**src/rtl/vram_arbiter.sv**
```systemverilog
// VRAM arbiter: one byte-wide CPU port and NUM_RD word-wide read channels sharing
// one single-port synchronous RAM, with starvation-driven pre-emption of the CPU.
module vram_arbiter #(
    parameter int unsigned NUM_RD   = 3,
    parameter int unsigned ADDR_W   = 15,
    parameter int unsigned DATA_W   = 32,
    parameter int unsigned RR_EN    = 1,
    parameter int unsigned MAX_WAIT = 7,
    localparam int unsigned BYTES   = DATA_W / 8,
    localparam int unsigned BSEL_W  = $clog2(BYTES)
) (
    input  logic                       clk,
    input  logic                       rst_n,
    input  logic [ADDR_W+BSEL_W-1:0]   cpu_addr,
    input  logic [7:0]                 cpu_wrdata,
    input  logic                       cpu_write,
    input  logic                       cpu_strobe,
    output logic                       cpu_ack,
    output logic [7:0]                 cpu_rddata,
    input  logic [NUM_RD*ADDR_W-1:0]   rd_addr,
    input  logic [NUM_RD-1:0]          rd_strobe,
    output logic [NUM_RD-1:0]          rd_ack,
    output logic [DATA_W-1:0]          rd_rddata,
    output logic [ADDR_W-1:0]          ram_addr,
    output logic [DATA_W-1:0]          ram_wrdata,
    output logic [BYTES-1:0]           ram_wrbytesel,
    output logic                       ram_write,
    input  logic [DATA_W-1:0]          ram_rddata
);
    localparam int unsigned LANE_W = (BSEL_W > 0) ? BSEL_W : 1;
    localparam int unsigned PTR_W  = (NUM_RD > 1) ? $clog2(NUM_RD) : 1;
    localparam int unsigned WAIT_W = (MAX_WAIT > 0) ? $clog2(MAX_WAIT + 1) : 1;
    localparam logic [WAIT_W-1:0] WAIT_MAX = WAIT_W'(MAX_WAIT);

    logic [LANE_W-1:0] w_lane;
    logic [ADDR_W-1:0] w_cpu_word;
    logic [ADDR_W-1:0] w_rd_word;
    logic              w_gnt_cpu;
    logic              w_gnt_any_rd;
    logic [NUM_RD-1:0] w_gnt_rd;
    logic [PTR_W-1:0]  w_gnt_idx;
    logic [7:0]        w_cpu_byte;
    logic [BYTES-1:0]  w_bsel;

    logic              r_cpu_ack;
    logic [NUM_RD-1:0] r_rd_ack;
    logic [7:0]        r_hold;
    logic [LANE_W-1:0] r_lane;
    logic [PTR_W-1:0]  r_rr_ptr;
    logic [WAIT_W-1:0] r_wait [NUM_RD];

    generate
        if (BSEL_W > 0) begin : g_lane
            assign w_lane     = cpu_addr[BSEL_W-1:0];
            assign w_cpu_word = cpu_addr[ADDR_W+BSEL_W-1:BSEL_W];
        end else begin : g_nolane
            assign w_lane     = '0;
            assign w_cpu_word = cpu_addr;
        end
    endgenerate

    // Urgent readers first, then CPU, then the normal read search.
    always_comb begin
        int unsigned c;
        c            = 0;
        w_gnt_cpu    = 1'b0;
        w_gnt_any_rd = 1'b0;
        w_gnt_rd     = '0;
        w_gnt_idx    = '0;
        if (MAX_WAIT > 0) begin
            for (int unsigned i = 0; i < NUM_RD; i++) begin
                if (!w_gnt_any_rd && rd_strobe[i] && (r_wait[i] == WAIT_MAX)) begin
                    w_gnt_any_rd = 1'b1;
                    w_gnt_rd[i]  = 1'b1;
                    w_gnt_idx    = PTR_W'(i);
                end
            end
        end
        if (!w_gnt_any_rd) begin
            if (cpu_strobe) begin
                w_gnt_cpu = 1'b1;
            end else begin
                for (int unsigned k = 0; k < NUM_RD; k++) begin
                    c = (RR_EN != 0) ? ((32'(r_rr_ptr) + 1 + k) % NUM_RD) : k;
                    if (!w_gnt_any_rd && rd_strobe[c]) begin
                        w_gnt_any_rd = 1'b1;
                        w_gnt_rd[c]  = 1'b1;
                        w_gnt_idx    = PTR_W'(c);
                    end
                end
            end
        end
    end

    always_comb begin
        w_rd_word = '0;
        for (int unsigned i = 0; i < NUM_RD; i++) begin
            if (w_gnt_rd[i]) w_rd_word = rd_addr[i*ADDR_W +: ADDR_W];
        end
    end

    always_comb begin
        w_bsel         = '0;
        w_bsel[w_lane] = 1'b1;
    end

    assign w_cpu_byte    = ram_rddata[32'(r_lane)*8 +: 8];
    assign ram_addr      = w_gnt_cpu ? w_cpu_word : w_rd_word;
    assign ram_wrdata    = {BYTES{cpu_wrdata}};
    assign ram_wrbytesel = w_bsel;
    assign ram_write     = rst_n & w_gnt_cpu & cpu_write;
    assign rd_rddata     = ram_rddata;
    assign cpu_ack       = r_cpu_ack;
    assign rd_ack        = r_rd_ack;
    assign cpu_rddata    = r_cpu_ack ? w_cpu_byte : r_hold;

    always_ff @(posedge clk or negedge rst_n) begin
        if (!rst_n) begin
            r_cpu_ack <= 1'b0;
            r_rd_ack  <= '0;
            r_hold    <= '0;
            r_lane    <= '0;
            r_rr_ptr  <= PTR_W'(NUM_RD - 1);
        end else begin
            r_cpu_ack <= w_gnt_cpu;
            r_rd_ack  <= w_gnt_rd;
            if (w_gnt_cpu)    r_lane   <= w_lane;
            if (w_gnt_any_rd) r_rr_ptr <= w_gnt_idx;
            if (r_cpu_ack)    r_hold   <= w_cpu_byte;
        end
    end

    // Wait counters saturate at MAX_WAIT; with MAX_WAIT=0 they stay at zero.
    always_ff @(posedge clk or negedge rst_n) begin
        if (!rst_n) begin
            for (int unsigned i = 0; i < NUM_RD; i++) r_wait[i] <= '0;
        end else begin
            for (int unsigned i = 0; i < NUM_RD; i++) begin
                if (!rd_strobe[i] || w_gnt_rd[i]) r_wait[i] <= '0;
                else if (r_wait[i] != WAIT_MAX)   r_wait[i] <= r_wait[i] + 1'b1;
            end
        end
    end
endmodule

```
**config.mk**
```make
export PLATFORM = sky130hd
export DESIGN_NAME = vram_arbiter
export DESIGN_NICKNAME = d
export VERILOG_FILES = /design/src/rtl/vram_arbiter.sv
export SDC_FILE = /design/constraint.sdc
export NUM_CORES = 1
export LEC_CHECK = 0
export ABC_CLOCK_PERIOD_IN_PS = 6950
export BUFFER_PORTS_ARGS = -buffer_cell sky130_fd_sc_hd__buf_2
export CAP_MARGIN = 30
export CELL_PAD_IN_SITES_DETAIL_PLACEMENT = 2
export CELL_PAD_IN_SITES_GLOBAL_PLACEMENT = 2
export CORE_MARGIN = 2
export CORE_UTILIZATION = 23
export DETAILED_ROUTE_END_ITERATION = 12
export GPL_ROUTABILITY_DRIVEN = 0
export PLACE_DENSITY = 0.89
export SLEW_MARGIN = 20
export SYNTH_ARGS = -nofsm -noshare
export SYNTH_HDL_FRONTEND = slang
export SYNTH_SLANG_ARGS = --single-unit
```
**constraint.sdc**
```tcl
create_clock -name clk -period 6.95 [get_ports clk]
set_clock_uncertainty 0.1 [all_clocks]
set_input_delay 1.7375 -clock clk [delete_from_list [all_inputs] [get_ports clk]]
set_output_delay 1.7375 -clock clk [all_outputs]
set_load 0.1 [all_outputs]
```
## After elaboration in Yosys (flattened, before gate mapping)

Index checks and enable logic that the tools add are counted.
Widths: inputs -> output; s select.

| cells by class | value |
|---|---|
| add/sub/neg operators | 6 |
| div/mod/pow operators | 3 |
| order comparisons | 8 |
| equality and inequality tests | 6 |
| shift-type cells | 1 |
| mux-type cells | 57 |
| bitwise logic cells | 5 |
| reduce and logical (&&, ||, !) cells | 26 |

Operators by type and width:

| cell | number |
|---|---|
| $ge 32x1->1 const B | 3 |
| $lt 32x3->1 const B | 3 |
| $mod 32x2->32 const B | 3 |
| $mux 15 | 4 |
| $mux 3 | 15 |
| $add 32x1->32 const B | 1 |
| $shiftx 32x6->8 | 1 |
| $mux 1 | 24 |
| $logic_and 1x1->1 | 12 |
| $mux 2 | 6 |
| $add 3x1->3 const B | 3 |
| $eq 3x3->1 const B | 3 |
| $ne 3x3->1 const B | 3 |
| $or 3x3->3 | 3 |
| $demux 1 s2 | 4 |
| $logic_not 1->1 | 8 |
| $mux 8 | 1 |
| $bmux 1 s2 | 3 |
| $reduce_bool 2->1 | 3 |
| $add 3x2->4 const B | 1 |
| $add 2x1->3 const B | 1 |
| $logic_or 1x1->1 | 3 |
| $lt 2x3->1 const B | 1 |
| $and 1x1->1 | 2 |
| $ge 2x1->1 const B | 1 |

| word-level totals | value |
|---|---|
| flip-flop bits (word level) | 25 |
| bits of input ports | 109 |
| output and inout port bits | 96 |
| logic and storage cells | 120 |

## Logic depth before layout (Yosys ltp)

Gate-level depths: netlist of the first run.

| logic depth | value |
|---|---|
| word-level depth | 30 |
| depth in mapped cells | 11 |
| gate-level depth less buffers | 8 |

## Least setup slack after synthesis of the first run

No wires, ideal clock.

| timing path | value |
|---|---|
| path kind | input port to output port |
| from | in rd_strobe[1] |
| to | out ram_addr[2] |
| data arrival time | 5.753 ns |
| data required time | 5.112 ns |
| slack | -0.640 ns |
| stages on the path | 8 |
| path buffers | 2 |
| cell sequence | clkbuf_1 nor2b_1 o32a_1 o221ai_1 a211o_1 clkbuf_1 or3b_1 a311oi_1 |

| on the way | value |
|---|---|
| longest elaborated chain between the ends | 26 |
| elaborated cells between the ends (all ways) | 44 |
| classes of those cells | 30 x mux; 3 x bitwise; 11 x reduce/logical |

RTL lines:

| element | line | source |
|---|---|---|
| from (decl) | 21 | `input logic [NUM_RD-1:0] rd_strobe,` |
| $logic_and 1x1->1 (2 in a row) | 72 | `if (!w_gnt_any_rd && rd_strobe[i] && (r_wait[i] == WAIT_MAX)) begin` |
| $mux 1 | 72 |  |
| $logic_not 1->1 | 72 |  |
| $logic_and 1x1->1 (2 in a row) | 72 |  |
| $mux 1 | 72 |  |
| $logic_not 1->1 | 85 | `if (!w_gnt_any_rd && rd_strobe[c]) begin` |
| $logic_and 1x1->1 | 85 |  |
| $mux 1 | 85 |  |
| (+6 left out) | n/a |  |
| $mux 1 | 79 | `if (!w_gnt_any_rd) begin` |
| $logic_not 1->1 | 85 |  |
| $logic_and 1x1->1 | 85 |  |
| $mux 3 | 85 |  |
| $mux 3 | 80 | `if (cpu_strobe) begin` |
| $mux 3 | 79 |  |
| $mux 15 (3 in a row) | 98 | `if (w_gnt_rd[i]) w_rd_word = rd_addr[i*ADDR_W +: ADDR_W];` |
| $mux 15 * | 108 | `assign ram_addr = w_gnt_cpu ? w_cpu_word : w_rd_word;` |
| to (decl) | 24 | `output logic [ADDR_W-1:0] ram_addr,` |

Mark *: on every way between the ends. The rest lies on a longest branch, timed or not. The select of a mux whose other input is x is not followed.

## Final worst setup path of the first run

| timing path | value |
|---|---|
| from | in rd_strobe[2] |
| to | out ram_addr[12] |

| on the way | value |
|---|---|
| longest elaborated chain between the ends | 22 |
| elaborated cells between the ends (all ways) | 39 |
| classes of those cells | 28 x mux; 3 x bitwise; 8 x reduce/logical |

RTL lines:

| element | line |
|---|---|
| $logic_and 1x1->1 (2 in a row) | 72 |
| $mux 1 | 72 |
| $logic_not 1->1 | 85 |
| $logic_and 1x1->1 | 85 |
| $mux 1 | 85 |
| $mux 1 | 80 |
| $mux 1 | 79 |
| $logic_not 1->1 | 85 |
| (+3 left out) | n/a |
| $mux 1 | 79 |
| $logic_not 1->1 | 85 |
| $logic_and 1x1->1 | 85 |
| $mux 3 | 85 |
| $mux 3 | 80 |
| $mux 3 | 79 |
| $mux 15 (3 in a row) | 98 |
| $mux 15 * | 108 |

Marked as above.

==> impl_metrics.toml, run 1 <==
[route]
finalWirelength_um = 10300
vias = 2655
wire_per_inst_um = 18.94
postRouteAntennaNets = 0
drc_errors = 3
dr.first_iter.drc_count = 101
dr.pass1.iters = 8
viasPerCell = 4.881

[timing]
tightest_slew_ns = 0.8656
fin_crit_ns = 6.241
holdWs_ns = 0.3588
timing.final.crit_share_pct = 89.80
grt_setup_unrepaired = "no"
final_hold_viol_count = 0
final.setup.tns_ns = 0
max_clock_freq_mhz = 160.2
drv_slew = 0
slew_headroom_pct = 42.29
setup_viol = 0

[global_routing]
grt_overflow_total = 0
grt.met1_usage_pct = 18.17
grt_usage_pct = 15.87
grtUsageMet2_pct = 30.32
grt_pass1_vias = 2967
grt_max_degree = 33
grt_pass1_wl_um = 16230
antenna_found_initial = 0
gr-usage-met3_pct = 3.160
top_usage_layer = "met2"

[synth]
yosys.area.top_type = "dfrtp_1"
synth.avg_cell_area_um2 = 8.754
synth_cells = 312
yosysSeqAreaShare_pct = 22.95
synth_edf_count = 0
syn-num-nets = 431
synth_top_cell_area_share_pct = 21.99
synthArstFlopShare_pct = 100.0
synth.distinct_cells = 46
synth-seq-cells = 25
ys_top_cells_by_area = "dfrtp_1, buf_4, mux4_2"
syn_area_um2 = 2731
yosysWarnings = 0
yosys_most_used_dff = "dfrtp_1"

[setup_path]
crit_start = "rd_strobe[2]"
crit_fanout = 19
r2r-start = "r_wait[3]"
critical_path.endpoint = "ram_addr[12]"
max_stage_delay_ns = 0.79
rrSetupSlack_ns = 3.97
critPathKind = "in2out"
critPathSlowestCell = "a222oi_1"
arrival_ns = 4.40
r2r-end = "r_wait[2]"
crit_required_ns = 5.11
path_cells = "buf_2 -> a222oi_1 -> nand2b_1 -> o221a_2 -> or3b_1 -> a311oi_2 -> buf_12"
end_kind = "output pin"
reg2reg_depth = 8
crit_path_start_kind = "primary input"

[placement]
numPortBuffers = 164
dp_hpwl_um = 8356

[clocking]
holdBufCountCts = 0
cts_buffers = 3
cts_buffer_depth = 2
ctsResizeCount = 0
cts.sinks = 25
cts_setup_buffers = 0
htree_num_levels = 1
cts_root_buf = "clkbuf_16"
clkLatencyLatePin_ns = 0.26
path_clk_slew_ns = 0.06
cts_tree = "yes"

[final_layout]
final_util_pct = 31.01
area_delta_synth_final_pct = 30.74
antenna_cells = 0
nets = 521
final_layout_size_suffix_gt1_share_pct = 51.62

[die]
die_h_um = 113.0
core_um2 = 11520
io_pins = 205
fp.dieW_um = 113.0
initial_core_util_pct = 23.72
dieArea_um2 = 12760
rows = 39

[pwr]
ir_worst_vdd_mv = 0.2899
p_leak_nw = 1.697
pwr_density_cell_nw_per_um2 = 428.2

[flow_run]
maxCapViolations = 0

[hold_path]
hp-class = "reg2reg"

[outcome]
status = "finished with violations"
violations = "DRC"
-- where the power goes --
part           switching (mW)  total [mW]  internal (mW)
registers              0.0283       0.214          0.186
logic                   0.810        1.18          0.374
clock network          0.0528       0.131         0.0785
-- how the worst min path moves through the flow --
stage          startpoint        end  slack (ns)  depth (start not counted)
4_1_cts         r_wait[6]  r_wait[6]        0.36                          1
3_3_place_gp    r_wait[6]  r_wait[6]        0.32                          1
6_report        r_wait[6]  r_wait[6]        0.36                          1
5_1_grt         r_wait[6]  r_wait[6]        0.38                          1
3_5_place_dp    r_wait[6]  r_wait[6]        0.33                          1
2_1_floorplan   r_wait[6]  r_wait[6]        0.31                          1
-- Yosys cell counts (3+ instances only) --
library cell,count
o221ai_1,3
a21oi_1,4
nor2b_1,24
inv_1,8
a22oi_1,3
or3b_1,15
nand2_1,34
nand2b_1,3
ha_1,10
nor2_1,24
mux2i_1,5
nor3_1,5
a211o_1,3
mux4_2,8
and3_1,3
a311oi_1,11
a311oi_2,5
mux2_2,9
clkbuf_1,9
buf_2,6
dfrtp_1,24
buf_4,64
-- state kept, by name, summed over array words and instances, names as in the netlist --
signal	flops
r_wait	9
r_hold	8
rd_ack	3
r_lane	2
r_rr_ptr	2
cpu_ack	1
-- worst max-delay path: cells and delay by family --
kind	cells	cell delay, ns
AOI/OAI and AO/OA	3	1.64
buffers and inverters	2	0.41
and+or+nand+nor	2	0.60
-- cell type report --
| cell class | count | area [um^2] |
|---|---|---|
| repair buffers | 168 | 1091 |
| multi-input cells | 196 | 1565 |
| well taps | 143 | 178.9 |
| fillers | 1324 | 7945 |
| flip-flops and latches | 25 | 626.9 |
| inverters | 8 | 30.03 |
| clock buffers | 4 | 78.83 |
-- layout by cell type, fill, tap and decap left out, types with 3 or more instances in the layout --
cell type / Yosys / routed
buf_2: 6 / 149
nand2_1: 34 / 34
nor2b_1: 24 / 24
dfrtp_1: 24 / 24
nor2_1: 24 / 23
or3b_1: 15 / 15
a311oi_2: 5 / 15
buf_12: 0 / 15
ha_1: 10 / 10
mux2_2: 9 / 9
inv_1: 8 / 8
mux4_2: 8 / 8
mux2i_1: 5 / 5
nor3_1: 5 / 5
a21oi_1: 4 / 4
nand2b_1: 3 / 3
a211o_1: 3 / 3
a22oi_1: 3 / 3
o221ai_1: 3 / 3
and3_1: 3 / 3
clkbuf_16: 0 / 3
-- per-stage QoR --
step                      total power, mW  setup slack (ns)  cells  cell area, um^2
after floorplan                     1.148            0.3802    312             2794
after global placement              1.354            0.6191    538             3462
after detailed placement            1.400            0.3688    539             3477
after CTS                           1.541            0.3572    543             3556
after global routing                1.603            0.4969    544             3571
final                               1.529            0.7088    544             3571
-- cell families after synthesis --
kind of cell	synth area share [%]
and+or+nand+nor	23.09
buffers and inverters	22.13
AOI/OAI and AO/OA	14.11
DFF	22.95
muxes	12.14
adders and majority gates	4.947
xor gates and xnor gates	0.6414
-- metal layers --
metal  part of all wire (%)  wire [um]
met3                    4.8        494
met1                     39       4051
met4                    1.6        161
met2                     54       5597
met5                      0          0
(Power assumes the default switching activity.)
==> inputs of run 2 (changes only) <==
--- a/config.mk
+++ b/config.mk
@@ -5,16 +5,17 @@
 export SDC_FILE = /design/constraint.sdc
 export NUM_CORES = 1
 export LEC_CHECK = 0
-export ABC_CLOCK_PERIOD_IN_PS = 6950
+export ABC_CLOCK_PERIOD_IN_PS = 6250
 export BUFFER_PORTS_ARGS = -buffer_cell sky130_fd_sc_hd__buf_2
 export CAP_MARGIN = 30
 export CELL_PAD_IN_SITES_DETAIL_PLACEMENT = 2
 export CELL_PAD_IN_SITES_GLOBAL_PLACEMENT = 2
 export CORE_MARGIN = 2
-export CORE_UTILIZATION = 23
+export CORE_UTILIZATION = 21
+export CTS_BUF_LIST = sky130_fd_sc_hd__clkbuf_16
 export DETAILED_ROUTE_END_ITERATION = 12
 export GPL_ROUTABILITY_DRIVEN = 0
-export PLACE_DENSITY = 0.89
+export PLACE_DENSITY = 0.82
 export SLEW_MARGIN = 20
 export SYNTH_ARGS = -nofsm -noshare
 export SYNTH_HDL_FRONTEND = slang
==> constraint.sdc (replaced) <==
create_clock -name clk -period 6.25 [get_ports clk]
set_clock_uncertainty 0.1 [all_clocks]
set_input_delay 1.5625 -clock clk [delete_from_list [all_inputs] [get_ports clk]]
set_output_delay 1.5625 -clock clk [all_outputs]
set_load 0.1 [all_outputs]
==> impl_metrics.toml, run 2 (synthesis results as in run 1) <==
[timing]
setup_viol = 0
final.setup.tns_ns = 0
tightest_slew_ns = 0.6195
grt_setup_unrepaired = "no"
drv_slew = 0
slew_headroom_pct = 58.70
fin_crit_ns = 5.610
timing.final.crit_share_pct = 89.76
max_clock_freq_mhz = 178.3
finalWorstSetupSlack_ns = 0.6401
final_hold_viol_count = 0

[clocking]
cts_buffers = 3
clkLatencyLatePin_ns = 0.26
cts_tree = "yes"
holdBufCountCts = 0
cts.sinks = 25
cts_root_buf = "clkbuf_16"
cts_setup_buffers = 0
ctsResizeCount = 0
htree_num_levels = 1
cts_buffer_depth = 2
path_clk_slew_ns = 0.07

[route]
drc_errors = 0
dr.first_iter.drc_count = 113
postRouteAntennaNets = 0
finalWirelength_um = 10640
vias = 2645
wire_per_inst_um = 18.54
viasPerCell = 4.608
dr.pass1.iters = 4

[final_layout]
largest_reg_flops = 9
antenna_cells = 0
nets = 522
final_area_um2 = 3605
final_common_cell = "buf_2"
area_delta_synth_final_pct = 31.97
final_layout_size_suffix_gt1_share_pct = 51.99
layout_common_cells = "buf_2, nand2_1, nor2b_1, dfrtp_1, nor2_1"
max_flop_register = "r_wait"

[placement]
dp_hpwl_um = 8524
numPortBuffers = 164
dp_slack_ns = 0.6245
place_area_um2 = 3525

[setup_path]
end_kind = "output pin"
critPathKind = "in2out"
arrival_ns = 3.95
crit_start = "rd_strobe[2]"
rrSetupSlack_ns = 3.31
crit_required_ns = 4.59
crit_fanout = 32
critPathSlowestCell = "or3b_1"
r2r-end = "r_wait[5]"
path_cells = "buf_2 -> nor2b_1 -> a22oi_1 -> o221ai_1 -> a211o_1 -> buf_4 -> or3b_1 -> a311oi_2 -> buf_12"
r2r-start = "r_rr_ptr[1]"
max_stage_delay_ns = 0.42
path_buf_inv = 3
crit_path_start_kind = "primary input"
cp_top_family = "compound AO/OA/AOI/OAI gates"
reg2reg_depth = 9

[die]
dieArea_um2 = 13930
io_pins = 205
core_um2 = 12670
rows = 41
initial_core_util_pct = 21.56
fp.dieW_um = 118.0
die_h_um = 118.0

[global_routing]
grt_pass1_vias = 3067
grt_overflow_total = 0
grt_max_degree = 33
antenna_found_initial = 0
grt_usage_pct = 15.06
grt_pass1_wl_um = 16940

[hold_path]
hp-start = "r_wait[6]"
whs_path_depth = 1
min_to = "r_wait[6]"
hp-class = "reg2reg"

[pwr]
p_leak_nw = 1.701
power_mw = 1.691
pwr_density_cell_nw_per_um2 = 469.2
ir_worst_vdd_mv = 0.1846

[flow_run]
maxCapViolations = 0

[outcome]
status = "finished, final reports clean"
-- run 2: changes by cell type in the layout (fill, tap and decap cells not counted), sizes merged --
cell    previous run  this run
clkinv             0         1
clkbuf             4         3
buf              168       169
-- run 2: worst max-delay path by stage --
stage	endpoint	depth (start not counted)	slack (ns)
2_1_floorplan	ram_addr[10]	6	0.03
3_3_place_gp	ram_addr[12]	9	0.68
3_5_place_dp	ram_addr[10]	9	0.62
4_1_cts	ram_addr[10]	9	0.60
5_1_grt	ram_addr[10]	9	0.45
6_report	ram_addr[10]	9	0.64
-- run 2: area by class of cell --
cell class | instances | area, um^2
clock buffer | 3 | 75.07
clock inverter | 1 | 5.005
fill | 1489 | 9066
inverter | 8 | 30.03
multi-input combinational | 196 | 1565
sequential | 25 | 626.9
tap | 172 | 215.2
timing repair buffer | 169 | 1087
-- run 2: power by group --
| part | total, mW | switching (mW) | internal (mW) |
|---|---|---|---|
| Sequential | 0.239 | 0.0326 | 0.207 |
| Clock | 0.143 | 0.0568 | 0.0862 |
| Combinational | 1.31 | 0.898 | 0.411 |
-- run 2: stage by stage --
step / hold WS, ns / instances / util, %
4_1_cts: 0.3490 / 574 / 28.45
6_report: 0.3427 / 574 / 28.45
2_1_floorplan: 0.3068 / 312 / -
5_1_grt: 0.3640 / 574 / 28.45
3_5_place_dp: 0.3401 / 570 / 27.82
3_3_place_gp: 0.3199 / 569 / 27.73
-- run 2: per-layer routing --
| metal | up-vias | wire (um) | GRT usage, % |
|---|---|---|---|
| met2 | 86 | 5837 | 29.22 |
| li1 | 1217 | - | - |
| met5 | - | 0 | 0 |
| met4 | 0 | 385 | 5.648 |
| met1 | 1317 | 3883 | 15.73 |
| met3 | 25 | 537 | 3.149 |
==> inputs of run 3 (changes only) <==
--- a/config.mk
+++ b/config.mk
@@ -15,7 +15,7 @@
 export CTS_BUF_LIST = sky130_fd_sc_hd__clkbuf_16
 export DETAILED_ROUTE_END_ITERATION = 12
 export GPL_ROUTABILITY_DRIVEN = 0
-export PLACE_DENSITY = 0.82
+export PLACE_DENSITY = 0.88
 export SLEW_MARGIN = 20
 export SYNTH_ARGS = -nofsm -noshare
 export SYNTH_HDL_FRONTEND = slang
==> impl_metrics.toml, run 3 (synthesis results as in run 1) <==
[outcome]
status = "finished, final reports clean"

[clocking]
holdBufCountCts = 0
htree_num_levels = 1
cts_buffers = 3
cts_tree = "yes"
path_clk_slew_ns = 0.06
cts.sinks = 25
clkLatencyLatePin_ns = 0.26
cts_setup_buffers = 0
cts_buffer_depth = 2
cts_root_buf = "clkbuf_16"
ctsResizeCount = 0

[placement]
dp_slack_ns = 0.6021
numPortBuffers = 164
dp_hpwl_um = 8650

[setup_path]
end_kind = "output pin"
arrival_ns = 3.98
critPathKind = "in2out"
crit_path_start_kind = "primary input"
crit_required_ns = 4.59
crit_fanout = 32

[global_routing]
grt_pass1_vias = 3041
grt_max_degree = 33
grt_usage_pct = 14.79
grt_pass1_wl_um = 16530
antenna_found_initial = 0
grt_overflow_total = 0

[timing]
setup_viol = 0
drv_slew = 0
timing.final.crit_share_pct = 90.27
max_clock_freq_mhz = 177.3
finalWorstSetupSlack_ns = 0.6084
slew_headroom_pct = 58.39
grt_setup_unrepaired = "no"
final_hold_viol_count = 0
final.setup.tns_ns = 0
fin_crit_ns = 5.642
tightest_slew_ns = 0.6241

[die]
die_h_um = 118.0
core_um2 = 12670
rows = 41
io_pins = 205
initial_core_util_pct = 21.56
fp.dieW_um = 118.0
dieArea_um2 = 13930

[route]
viasPerCell = 4.578
vias = 2628
postRouteAntennaNets = 0
dr.first_iter.drc_count = 55
drc_errors = 0
dr.pass1.iters = 4
finalWirelength_um = 10530
wire_per_inst_um = 18.35

[final_layout]
nets = 522
max_flop_register = "r_wait"
final_common_cell = "buf_2"
antenna_cells = 0
final_layout_size_suffix_gt1_share_pct = 51.74
nFillCells = 1445
area_delta_synth_final_pct = 31.93
layout_common_cells = "buf_2, nand2_1, nor2b_1, dfrtp_1, nor2_1"
largest_reg_flops = 9

[pwr]
pwr_density_cell_nw_per_um2 = 467.5
p_leak_nw = 1.702
ir_worst_vdd_mv = 0.1954

[hold_path]
hp-class = "reg2reg"

[flow_run]
maxCapViolations = 0
==> run 3: changes by cell type in the layout (fill, tap and decap cells not counted), sizes merged <==
cell | before | now
clkinv | 1 | 0
inv | 8 | 9
==> run 3: path summary, 6_finish.rpt <==
kind                            cells after the start           to    startpoint  slack, ns
worst max-delay path                                9  ram_addr[8]  rd_strobe[2]       0.61
worst min-delay path                                1    r_wait[6]     r_wait[6]       0.33
worst max register to register                      9    r_wait[5]   r_rr_ptr[1]       3.26
worst min register to register                      1    r_wait[6]     r_wait[6]       0.33
max in group asynchronous                           1    r_hold[1]         rst_n       4.47
min in group asynchronous                           1    r_hold[7]         rst_n       1.20
==> run 3: critical path: stages <==
cell,delay (ns)
buf_2,0.25
nor2b_1,0.11
a22oi_1,0.32
o221ai_1,0.18
a211o_1,0.32
buf_4,0.23
or3b_1,0.42
a311oi_2,0.34
buf_12,0.22
==> run 3: per-stage QoR <==
stage | hold WS [ns] | std cells | cell area [um^2] | utilization [%] | total power, mW
global placement | 0.3203 | 569 | 3513 | 27.73 | 1.509
detailed placement | 0.3269 | 570 | 3525 | 27.82 | 1.557
global route | 0.3808 | 574 | 3603 | 28.44 | 1.772
CTS | 0.3427 | 574 | 3603 | 28.44 | 1.703
finish | 0.3326 | 574 | 3603 | 28.44 | 1.684
floorplan | 0.3068 | 312 | 2794 | - | 1.276
==> run 3: metal layers <==
metal | routed length, um | vias to the layer above | GRT usage [%]
met3 | 581 | 23 | 3.391
met5 | 0 | - | 0
met1 | 3768 | 1294 | 15.21
met2 | 5875 | 94 | 29.14
met4 | 308 | 0 | 4.744
li1 | - | 1217 | -
==> run 3: area by class of cell <==
class / instances / area [um^2] / area share (%)
Clock inverter: 1 / 3.754 / 0.1042
Timing Repair Buffer: 169 / 1087 / 30.17
Clock buffer: 3 / 75.07 / 2.083
Multi-Input combinational cell: 196 / 1565 / 43.44
Sequential cell: 25 / 626.9 / 17.40
Inverter: 8 / 30.03 / 0.8333
Tap cell: 172 / 215.2 / 5.972
==> run 3: power breakdown <==
group | switching, mW | leakage (nW) | total (mW) | internal (mW)
sequential | 0.0331 | 0.312 | 0.240 | 0.207
clock | 0.0530 | 0.0423 | 0.138 | 0.0854
combinational | 0.896 | 1.35 | 1.31 | 0.411
total | 0.982 | 1.70 | 1.68 | 0.703
